## src/rtl/gpu_pkg.sv

```systemverilog
// Shared definitions for the core front end.
//   - Program memory address/data widths.
//   - Scheduler (core_state) encodings that the fetch stage reacts to.
//   - Fetcher FSM state encoding, which is also driven out as fetcher_state.
package gpu_pkg;

    localparam int PROGRAM_MEM_ADDR_W = 8;
    localparam int PROGRAM_MEM_DATA_W = 16;

    localparam logic [2:0] CORE_FETCH  = 3'b001;
    localparam logic [2:0] CORE_DECODE = 3'b010;

    typedef enum logic [2:0] {
        FETCHER_IDLE     = 3'b000,
        FETCHER_FETCHING = 3'b001,
        FETCHER_FETCHED  = 3'b010
    } fetcher_state_t;

endpackage

```

## src/rtl/instr_fetcher_if.sv

```systemverilog
// Program-memory read port between the instruction fetcher and program memory.
//   mem_read_valid    request pending (driven by the fetcher)
//   mem_read_address  request address (driven by the fetcher)
//   mem_read_ready    memory returns data this cycle (driven by memory)
//   mem_read_data     returned instruction word (driven by memory)
// Modports: master = fetcher side, slave = memory side.
interface instr_fetcher_if
    import gpu_pkg::*;
#(
    parameter int ADDR_BITS = PROGRAM_MEM_ADDR_W,
    parameter int DATA_BITS = PROGRAM_MEM_DATA_W
);

    logic                 mem_read_valid;
    logic [ADDR_BITS-1:0] mem_read_address;
    logic                 mem_read_ready;
    logic [DATA_BITS-1:0] mem_read_data;

    modport master (
        output mem_read_valid,
        output mem_read_address,
        input  mem_read_ready,
        input  mem_read_data
    );

    modport slave (
        input  mem_read_valid,
        input  mem_read_address,
        output mem_read_ready,
        output mem_read_data
    );

endinterface

```

## src/rtl/ibuf_dm.sv

```systemverilog
// Direct-mapped instruction buffer, one instruction word per line.
//   clk, reset        core clock, asynchronous active-high reset (clears valid bits)
//   clear_all         synchronous invalidate of every line; wins over a same-cycle write
//   lookup_addr       address to look up (combinational)
//   lookup_hit        line at the address index is valid and its tag matches
//   lookup_data       data stored in the indexed line
//   wr_en/wr_addr/wr_data  single write port, fills the line indexed by wr_addr
module ibuf_dm #(
    parameter int BUF_ENTRIES = 4,
    parameter int ADDR_BITS   = 8,
    parameter int DATA_BITS   = 16
) (
    input  logic                 clk,
    input  logic                 reset,
    input  logic                 clear_all,
    input  logic [ADDR_BITS-1:0] lookup_addr,
    output logic                 lookup_hit,
    output logic [DATA_BITS-1:0] lookup_data,
    input  logic                 wr_en,
    input  logic [ADDR_BITS-1:0] wr_addr,
    input  logic [DATA_BITS-1:0] wr_data
);

    localparam int IDX_BITS = $clog2(BUF_ENTRIES);
    localparam int TAG_BITS = ADDR_BITS - IDX_BITS;

    logic [BUF_ENTRIES-1:0] line_valid;
    logic [TAG_BITS-1:0]    line_tag  [BUF_ENTRIES];
    logic [DATA_BITS-1:0]   line_data [BUF_ENTRIES];

    logic [IDX_BITS-1:0] lk_idx;
    logic [TAG_BITS-1:0] lk_tag;
    logic [IDX_BITS-1:0] wr_idx;
    logic [TAG_BITS-1:0] wr_tag;

    assign lk_idx = lookup_addr[IDX_BITS-1:0];
    assign lk_tag = lookup_addr[ADDR_BITS-1:IDX_BITS];
    assign wr_idx = wr_addr[IDX_BITS-1:0];
    assign wr_tag = wr_addr[ADDR_BITS-1:IDX_BITS];

    assign lookup_hit  = line_valid[lk_idx] && (line_tag[lk_idx] == lk_tag);
    assign lookup_data = line_data[lk_idx];

    // Valid bits are the only state that needs resetting; tag/data are
    // meaningless until their valid bit is set.
    always_ff @(posedge clk or posedge reset) begin
        if (reset) begin
            line_valid <= '0;
        end else if (clear_all) begin
            line_valid <= '0;
        end else if (wr_en) begin
            line_valid[wr_idx] <= 1'b1;
        end
    end

    always_ff @(posedge clk) begin
        if (wr_en && !clear_all) begin
            line_tag[wr_idx]  <= wr_tag;
            line_data[wr_idx] <= wr_data;
        end
    end

endmodule

```

## src/rtl/instr_fetcher.sv

```systemverilog
// Instruction fetch stage, directly upstream of the decoder.
//   clk, reset     core clock, asynchronous active-high reset
//   core_state     scheduler state (CORE_FETCH starts a fetch, CORE_DECODE releases it)
//   current_pc     PC of the next instruction; sampled only when a fetch starts
//   flush          invalidate every buffer line
//   mem            program-memory read port (valid/ready handshake)
//   fetcher_state  FETCHER_IDLE / FETCHER_FETCHING / FETCHER_FETCHED
//   instruction    fetched word, held until the next fill or buffer hit
// Buffer hits complete in one cycle with no memory request; misses go to
// program memory and fill the buffer line on return.
module instr_fetcher
    import gpu_pkg::*;
#(
    parameter int PROGRAM_MEM_ADDR_BITS = PROGRAM_MEM_ADDR_W,
    parameter int PROGRAM_MEM_DATA_BITS = PROGRAM_MEM_DATA_W,
    parameter int BUF_ENTRIES           = 4
) (
    input  logic                             clk,
    input  logic                             reset,
    input  logic [2:0]                       core_state,
    input  logic [PROGRAM_MEM_ADDR_BITS-1:0] current_pc,
    input  logic                             flush,
    instr_fetcher_if.master                  mem,
    output logic [2:0]                       fetcher_state,
    output logic [PROGRAM_MEM_DATA_BITS-1:0] instruction
);

    fetcher_state_t                   state;
    logic [PROGRAM_MEM_ADDR_BITS-1:0] pc_q;
    logic                             flush_seen;
    logic                             lookup_hit;
    logic [PROGRAM_MEM_DATA_BITS-1:0] lookup_data;
    logic                             fill_we;
    logic                             start_fetch;

    assign start_fetch = (state == FETCHER_IDLE) && (core_state == CORE_FETCH);

    // A flush anywhere in the miss window (including the return cycle) means
    // the returning word may belong to a stale program image: deliver it, but
    // do not cache it.
    assign fill_we = (state == FETCHER_FETCHING) && mem.mem_read_valid &&
                     mem.mem_read_ready && !flush && !flush_seen;

    ibuf_dm #(
        .BUF_ENTRIES (BUF_ENTRIES),
        .ADDR_BITS   (PROGRAM_MEM_ADDR_BITS),
        .DATA_BITS   (PROGRAM_MEM_DATA_BITS)
    ) u_ibuf (
        .clk         (clk),
        .reset       (reset),
        .clear_all   (flush),
        .lookup_addr (current_pc),
        .lookup_hit  (lookup_hit),
        .lookup_data (lookup_data),
        .wr_en       (fill_we),
        .wr_addr     (pc_q),
        .wr_data     (mem.mem_read_data)
    );

    // pc_q is only consumed while FETCHING, after it has been loaded.
    always_ff @(posedge clk) begin
        if (start_fetch) begin
            pc_q <= current_pc;
        end
    end

    always_ff @(posedge clk or posedge reset) begin
        if (reset) begin
            state                <= FETCHER_IDLE;
            mem.mem_read_valid   <= 1'b0;
            mem.mem_read_address <= '0;
            instruction          <= '0;
            flush_seen           <= 1'b0;
        end else begin
            case (state)
                FETCHER_IDLE: begin
                    if (core_state == CORE_FETCH) begin
                        if (lookup_hit && !flush) begin
                            instruction <= lookup_data;
                            state       <= FETCHER_FETCHED;
                        end else begin
                            mem.mem_read_valid   <= 1'b1;
                            mem.mem_read_address <= current_pc;
                            flush_seen           <= 1'b0;
                            state                <= FETCHER_FETCHING;
                        end
                    end
                end
                FETCHER_FETCHING: begin
                    if (flush) begin
                        flush_seen <= 1'b1;
                    end
                    if (mem.mem_read_ready) begin
                        instruction        <= mem.mem_read_data;
                        mem.mem_read_valid <= 1'b0;
                        state              <= FETCHER_FETCHED;
                    end
                end
                FETCHER_FETCHED: begin
                    if (core_state == CORE_DECODE) begin
                        state <= FETCHER_IDLE;
                    end
                end
                default: state <= FETCHER_IDLE;
            endcase
        end
    end

    assign fetcher_state = state;

endmodule

```

## src/flat_wrapper.sv

```systemverilog
// flat-port wrapper written by rule: the top's interface ports become plain ports
module instr_fetcher_flat import gpu_pkg::*;
#(
    parameter int PROGRAM_MEM_ADDR_BITS = PROGRAM_MEM_ADDR_W,
    parameter int PROGRAM_MEM_DATA_BITS = PROGRAM_MEM_DATA_W,
    parameter int BUF_ENTRIES           = 4
)
  (clk, reset, core_state, current_pc, flush, fetcher_state, instruction, mem_mem_read_valid, mem_mem_read_address, mem_mem_read_ready, mem_mem_read_data);
  instr_fetcher_if mem_i ();
  input  logic clk;
  input  logic reset;
  input  logic [2:0] core_state;
  input  logic [PROGRAM_MEM_ADDR_BITS-1:0] current_pc;
  input  logic flush;
  output logic [2:0] fetcher_state;
  output logic [PROGRAM_MEM_DATA_BITS-1:0] instruction;
  output wire logic [$bits(mem_i.mem_read_valid)-1:0] mem_mem_read_valid;
  output wire logic [$bits(mem_i.mem_read_address)-1:0] mem_mem_read_address;
  input wire logic [$bits(mem_i.mem_read_ready)-1:0] mem_mem_read_ready;
  input wire logic [$bits(mem_i.mem_read_data)-1:0] mem_mem_read_data;
  assign mem_mem_read_valid = mem_i.mem_read_valid;
  assign mem_mem_read_address = mem_i.mem_read_address;
  assign mem_i.mem_read_ready = mem_mem_read_ready;
  assign mem_i.mem_read_data = mem_mem_read_data;
  instr_fetcher #(.PROGRAM_MEM_ADDR_BITS(PROGRAM_MEM_ADDR_BITS), .PROGRAM_MEM_DATA_BITS(PROGRAM_MEM_DATA_BITS), .BUF_ENTRIES(BUF_ENTRIES)) u_core (.clk(clk), .reset(reset), .core_state(core_state), .current_pc(current_pc), .flush(flush), .mem(mem_i), .fetcher_state(fetcher_state), .instruction(instruction));
endmodule
```

## config.mk

```make
export PLATFORM = sky130hd
export DESIGN_NAME = instr_fetcher_flat
export DESIGN_NICKNAME = d
export VERILOG_FILES = /design/src/rtl/gpu_pkg.sv /design/src/rtl/instr_fetcher_if.sv /design/src/rtl/ibuf_dm.sv /design/src/rtl/instr_fetcher.sv /design/src/flat_wrapper.sv
export SDC_FILE = /design/constraint.sdc
export NUM_CORES = 1
export LEC_CHECK = 0
export CAP_MARGIN = 40
export CORE_MARGIN = 1
export CORE_UTILIZATION = 45
export CTS_CLUSTER_SIZE = 25
export DETAILED_ROUTE_END_ITERATION = 8
export HOLD_SLACK_MARGIN = 0.06
export PLACE_DENSITY = 0.69
export SLEW_MARGIN = 15
export SYNTH_ARGS = -nofsm -noshare
export SYNTH_HDL_FRONTEND = slang
export SYNTH_SLANG_ARGS = --single-unit
export TNS_END_PERCENT = 100
```

## constraint.sdc

```tcl
create_clock -name clk -period 3.2 [get_ports clk]
set_input_delay 0.64 -clock clk [delete_from_list [all_inputs] [get_ports clk]]
set_output_delay 0.64 -clock clk [all_outputs]
set_load 0.05 [all_outputs]
```

After elaboration in Yosys (flattened, before gate mapping)
Memory sizes are Yosys's and may differ from the RTL's.
Cells that the tools add are included.
{ "totals": {"register_bits": 41, "ram_bits": 88, "in_bits": 31, "wordCells": 69, "out_inout_bits": 28, "n_memories": 2} }
{ "op_classes": {"n_reduce_logical": 19, "n_bitwise": 2, "order_cmp": 3, "n_eq_ne": 11, "mux": 25} }
{ "memory_table": {"columns": ["memory", "depth", "word_bits", "read_ports", "rd_ports_with_merged_regs", "write_ports", "line_no", "text"], "rows": [
  ["u_core.u_ibuf.line_data", 4, 16, 1, 0, 1, "ibuf_dm.sv:29", "logic [DATA_BITS-1:0] line_data [BUF_ENTRIES];"],
  ["u_core.u_ibuf.line_tag", 4, 6, 1, 0, 1, "ibuf_dm.sv:28", "logic [TAG_BITS-1:0] line_tag [BUF_ENTRIES];"]
]} }
{ "op_table": {"columns": ["cell", "count"], "rows": [
  ["16-bit two-way mux", 3],
  ["16-bit one-hot mux with 2 select lines", 1],
  ["4-bit AND reduction", 3],
  ["1-bit two-way mux", 10],
  ["2-bit inequality test (second input constant)", 5],
  ["1-bit logical AND", 9],
  ["3-bit two-way mux", 3],
  ["3-bit one-hot mux with 3 select lines", 1],
  ["4-bit two-way mux", 2],
  ["3-bit by 1-bit equality test with 1-bit output (second input constant)", 2],
  ["3-bit by 2-bit equality test with 1-bit output (second input constant)", 2],
  ["6-bit equality test", 1],
  ["2-bit by 3-bit less-than comparator with 1-bit output (second input constant)", 2],
  ["3-bit AND reduction", 2],
  ["4-bit bitwise OR", 1],
  ["1-bit one-hot mux with 2 select lines", 2],
  ["2-bit nonzero test", 2],
  ["3-bit zero test", 1],
  ["1-bit binary-select mux with 2-bit select", 1],
  ["1-bit demux with 2-bit select", 1],
  ["2-bit by 1-bit greater-or-equal comparator with 1-bit output (second input constant)", 1],
  ["1-bit zero test", 2],
  ["2-bit two-way mux", 1],
  ["2-bit by 1-bit inequality test with 1-bit output (second input constant)", 1],
  ["1-bit inverter", 1]
]} }

Longest topological paths before layout
Gate-level depths: netlist of the first run.
{ "depth": {"depth_word": 8, "mapped_depth": 9, "ltp_nobuf": 6} }

By module
From an unflattened synthesis of the first run, not the netlist that was laid out.
{ "hier_totals": {"hier_cells": 251, "hier_area_um2": 5154.9} }
{ "modules_own_cells": {"columns": ["module", "n_inst", "area_each_um2", "cells_per_inst"], "rows": [
  ["ibuf_dm", 1, 3513.4, 147],
  ["instr_fetcher", 1, 1641.6, 104]
]} }

Worst setup path before layout of the first run
No wires, ideal clock.
{ "synth_timing": {"path_type": "flip-flop to flip-flop", "from": "register u_core.state[1] (netlist: u_core.fetcher_state[1])", "to": "memory u_core.u_ibuf.line_data[0][0], enable pin", "stages_incl_launch_ff": 6, "path_slack_ps": -82, "t_arrival_ps": 2851, "required_ps": 2769, "path_buffers": 1, "setup_time_ps": 431, "synth_period_minus_slack_ps": 3282, "path_cell_list": "dfrtp_1 nand2b_1 clkbuf_1 nor2_1 nand3_1 nor3_1"} }
{ "synth_via": {"elab_chain_len": 8} }
{ "synth_lines": {"columns": ["element", "line_no", "text"], "rows": [
  ["start, declared", "instr_fetcher.sv:28", "fetcher_state_t state;"],
  ["start signal, assigned", "instr_fetcher.sv:69", "state <= FETCHER_IDLE;"],
  ["start signal, assigned", "instr_fetcher.sv:80", "state <= FETCHER_FETCHED;"],
  ["start signal, assigned", "instr_fetcher.sv:85", "state <= FETCHER_FETCHING;"],
  ["3-bit by 1-bit equality test with 1-bit output", "instr_fetcher.sv:41", "assign fill_we = (state == FETCHER_FETCHING) && mem.mem_read_valid &&"],
  ["1-bit logical AND (2 in a row)", "instr_fetcher.sv:41", null],
  ["1-bit logical AND (2 in a row)", "instr_fetcher.sv:42", "mem.mem_read_ready && !flush && !flush_seen;"],
  ["1-bit logical AND", "ibuf_dm.sv:57", "if (wr_en && !clear_all) begin"],
  ["1-bit two-way mux", "ibuf_dm.sv:57", null],
  ["1-bit two-way mux (implied by the code)", "ibuf_dm.sv:59", "line_data[wr_idx] <= wr_data;"],
  ["end, declared", "ibuf_dm.sv:29", null]
]} }
No other way between the ends.

Worst setup path in the final report of the first run
{ "layout_timing": {"from": "input current_pc[1]", "to": "register u_core.mem.mem_read_address[2]"} }
{ "layout_via": {"elab_chain_len": 6, "elab_cells_between_ends": 8} }
{ "layout_lines": {"columns": ["element", "line_no", "text"], "rows": [
  ["start, declared", "flat_wrapper.sv:13", "input logic [PROGRAM_MEM_ADDR_BITS-1:0] current_pc;"],
  ["memory read 4 x 6 bit or 1-bit binary-select mux with 2-bit select (tied branches)", null, null],
  ["6-bit equality test or 1-bit two-way mux (tied branches)", "ibuf_dm.sv:41", "assign lookup_hit = line_valid[lk_idx] && (line_tag[lk_idx] == lk_tag);"],
  ["1-bit logical AND *", "ibuf_dm.sv:41", null],
  ["1-bit logical AND *", "instr_fetcher.sv:78", "if (lookup_hit && !flush) begin"],
  ["1-bit inverter (no source line) *", null, null],
  ["3-bit AND reduction (no source line) *", null, null],
  ["end signal, assigned", "instr_fetcher.sv:83", "mem.mem_read_address <= current_pc;"],
  ["end, declared", "instr_fetcher_if.sv:21", "output mem_read_address,"]
]} }
Mark *: on every way between the ends. The rest lies on a longest branch, timed or not. The select of a mux whose other input is x is not followed.
A chain may end at the register's enable or synchronous reset.

==> results.ini, run 1 <==
[floorplanning]
ioPinCount=59
initial_core_util_pct=46.58
die_area_um2=11750
coreArea_um2=10940
die_x_um=108.4
rows=38
fp.dieH_um=108.4

[yosys]
synth_cells=291
synth_edf_count=96
yosysWarningCount=0
synth_nets=322
seq_area_frac_synth_pct=72.32
ys_ff_latch=128
synth.avg_cell_area_um2=17.50
syn_area_um2=5094
synth_cell_types=33
postSynth.asyncResetShare_pct=25.00
synth_ff_type=edfxtp_1

[drt]
drt_pre_antenna_iters=4
totalWireLength_um=9653
vias=2714
routedWlPerCell_um=18.28
drt_iter0_markers=116
detail-route-antenna-nets=0
drc=0
viasPerCell=5.140

[timing]
rsz0062_at_grt=no
worst_slew_pin_slew_ns=0.5929
clock_skew_ns=0.007161
max_slew_margin_pct=60.39
post-route-period-util_pct=85.32
maxSlewViolCount=0
fin_setup_tns_ns=0
fin_ws_ns=0.4697
hold_ws_ns=0.4877
min_period_ns=2.730
setup_viol=0
finalHoldViolations=0
max_freq_ghz=0.3663

[worst_setup_path]
crit_type=input pin to flip-flop
required_ns=3.49
worstSetupEndpointType=flip-flop
cp_max_fo=7
critical_path.startpoint_type=input pin
critPathArrivalTime_ns=3.02

[global_route]
grt_antenna_before_repair=0
grtUsageTotal_pct=18.74
grt_pass1_wl_um=15390
first_global_vias=2874
grt_max_degree=33
gr-total-overflow=0

[cts]
cts_tree=built
clk_latency_ns=0.41
root_buffer=clkbuf_16
post_cts_resized=0
post-cts-setup-buffers=0
clock_path_buffers=2
cts_hold_buffers=0
cts_buffers=17
clkSinkCount=128
clkSlewWorstSetupHoldPaths_ns=0.05
htreeDepth=4

[job]
drv_cap=0

[cells_and_area]
n_fill_cell=831
num-nets-final=407
antenna_cells=0
drive_gt1_share_pct=25.00
area_growth_syn_to_layout_pct=28.05
finalNonFillerCells=528

[place]
port_buffers=57
dpl_worst_slack_ns=0.07147
globalplace.congestion=0.7611
dp.cells=497
dp_hpwl_um=6314

[pwr]
p_int_mw=3.757
ir_worst_vdd_mv=0.6370
p_leak_nw=2.460
clkPwrFrac_pct=34.6
combPwrFrac_pct=26.3
powerDensity_nw_per_um2=821.0
switchingPower_mw=1.598
power_mw=5.355
switching_share_pct=29.84
pwr-share-seq_pct=39.0

[min_path]
hp-class=flip-flop to flip-flop

[outcome]
status=finished, final reports clean

==> metrics by stage <==
stage	cell area (um2)	utilization [%]
3_3_place_gp	5944	54.36
4_1_cts	6523	59.65
6_report	6523	59.65
2_1_floorplan	5099	-
3_5_place_dp	5952	54.43
5_1_grt	6523	59.65
==> final cells by class <==
cell class              count  area (um2)  area share (%)
clock inverters             8       112.6           1.726
repair buffers             79       743.2           11.39
multi-input cells         147        1339           20.53
clock buffers              23       457.9           7.021
inverters                   3       11.26          0.1726
well taps                 140       175.2           2.686
flip-flops and latches    128        3684           56.47
==> power groups by stage <==
stage	Combinational, mW	Clock (mW)	Sequential [mW]
final	1.41	1.85	2.09
after global routing	1.49	1.96	2.11
after CTS	1.43	1.89	2.09
after detailed placement	1.42	0	2.12
after global placement	1.40	0	2.11
after floorplan	0.379	0	2.66
==> cells by family (layout without fill, tap and decap cells) <==
family,count (synthesis),after routing,synth area share (%)
compound gates,8,8,1.720
xor+xnor,9,9,1.548
buf+inv,16,113,1.670
flops,128,128,72.32
mux,50,50,15.99
other cells,1,1,0.07362
simple gates,79,79,6.681
==> Yosys cell counts (2+ instances only) <==
| cell | n | area (um2) |
|---|---|---|
| edfxtp_1 | 96 | 2883 |
| nand2_1 | 52 | 195.2 |
| nor2b_1 | 4 | 25.02 |
| nand4_1 | 2 | 12.51 |
| nor2_1 | 11 | 41.29 |
| xnor2_1 | 6 | 52.55 |
| xor2_1 | 3 | 26.28 |
| inv_1 | 3 | 11.26 |
| a21oi_1 | 2 | 10.01 |
| clkbuf_1 | 5 | 18.77 |
| mux2_4 | 9 | 135.1 |
| nor3_1 | 2 | 10.01 |
| mux2i_1 | 6 | 60.06 |
| mux4_2 | 20 | 450.4 |
| buf_2 | 5 | 25.02 |
| mux2_2 | 15 | 168.9 |
| and3_1 | 2 | 12.51 |
| dfrtp_1 | 32 | 800.8 |
| buf_6 | 2 | 22.52 |
==> worst max-delay path, stage by stage <==
cell	delay [ns]
clkdlybuf4s50_1	0.50
buf_4	0.17
mux4_2	0.31
xnor2_1	0.14
nand4_1	0.15
a21oi_4	0.04
nor2b_1	0.47
buf_4	0.26
mux2_2	0.34
==> layer usage <==
layer	track usage, %	vias up	share of wire [%]
met3	6.329	10	5.6
met2	30.80	71	50
met1	23.67	1376	43
met5	0	-	0
met4	5.502	0	0.98
li1	-	1257	-
==> final timing paths <==
check                      slack, ns                        start                             end  cells after the start
hold / removal                  0.49               u_core.pc_q[3]    u_core.u_ibuf.line_tag[1][1]                      0
setup reg to reg                0.81  u_core.u_ibuf.line_valid[3]  u_core.mem.mem_read_address[2]                      7
max in group asynchronous       2.23                        reset  u_core.mem.mem_read_address[4]                      3
hold reg to reg                 0.49               u_core.pc_q[3]    u_core.u_ibuf.line_tag[1][1]                      0
min in group asynchronous       0.64                        reset           u_core.instruction[4]                      3
setup / recovery                0.47                current_pc[1]  u_core.mem.mem_read_address[2]                      9
==> cell usage in the layout (no fill, tap or decap), types with 2 or more instances in the layout <==
cell type        instances
dfrtp_1                 32
clkinv_2                 3
and3_1                   2
clkinv_1                 2
nand2_1                 52
bufinv_16                3
clkdlybuf4s50_1         56
mux4_2                  20
inv_1                    3
clkbuf_16               17
nor2b_1                  4
xor2_1                   3
mux2i_1                  6
a21oi_1                  2
mux2_4                   9
xnor2_1                  6
mux2_2                  15
edfxtp_1                96
buf_4                   21
clkbuf_1                 5
nand4_1                  2
nor2_1                  10
==> flip-flops by register name (all words and copies together), names as in the netlist, 2 cells and up <==
| name | count |
|---|---|
| u_core.u_ibuf.line_data | 64 |
| u_core.u_ibuf.line_tag | 24 |
| u_core.instruction | 16 |
| u_core.mem.mem_read_address | 8 |
| u_core.pc_q | 8 |
| u_core.u_ibuf.line_valid | 4 |
| u_core.fetcher_state | 2 |
Power figures use the tool's default switching activity.
==> inputs of run 2 (changes only) <==
ABC_CLOCK_PERIOD_IN_PS = 3200   (was unset)
==> results of run 2 <==
Same layout as run 1: the final DEF is identical, and so are final timing and power.
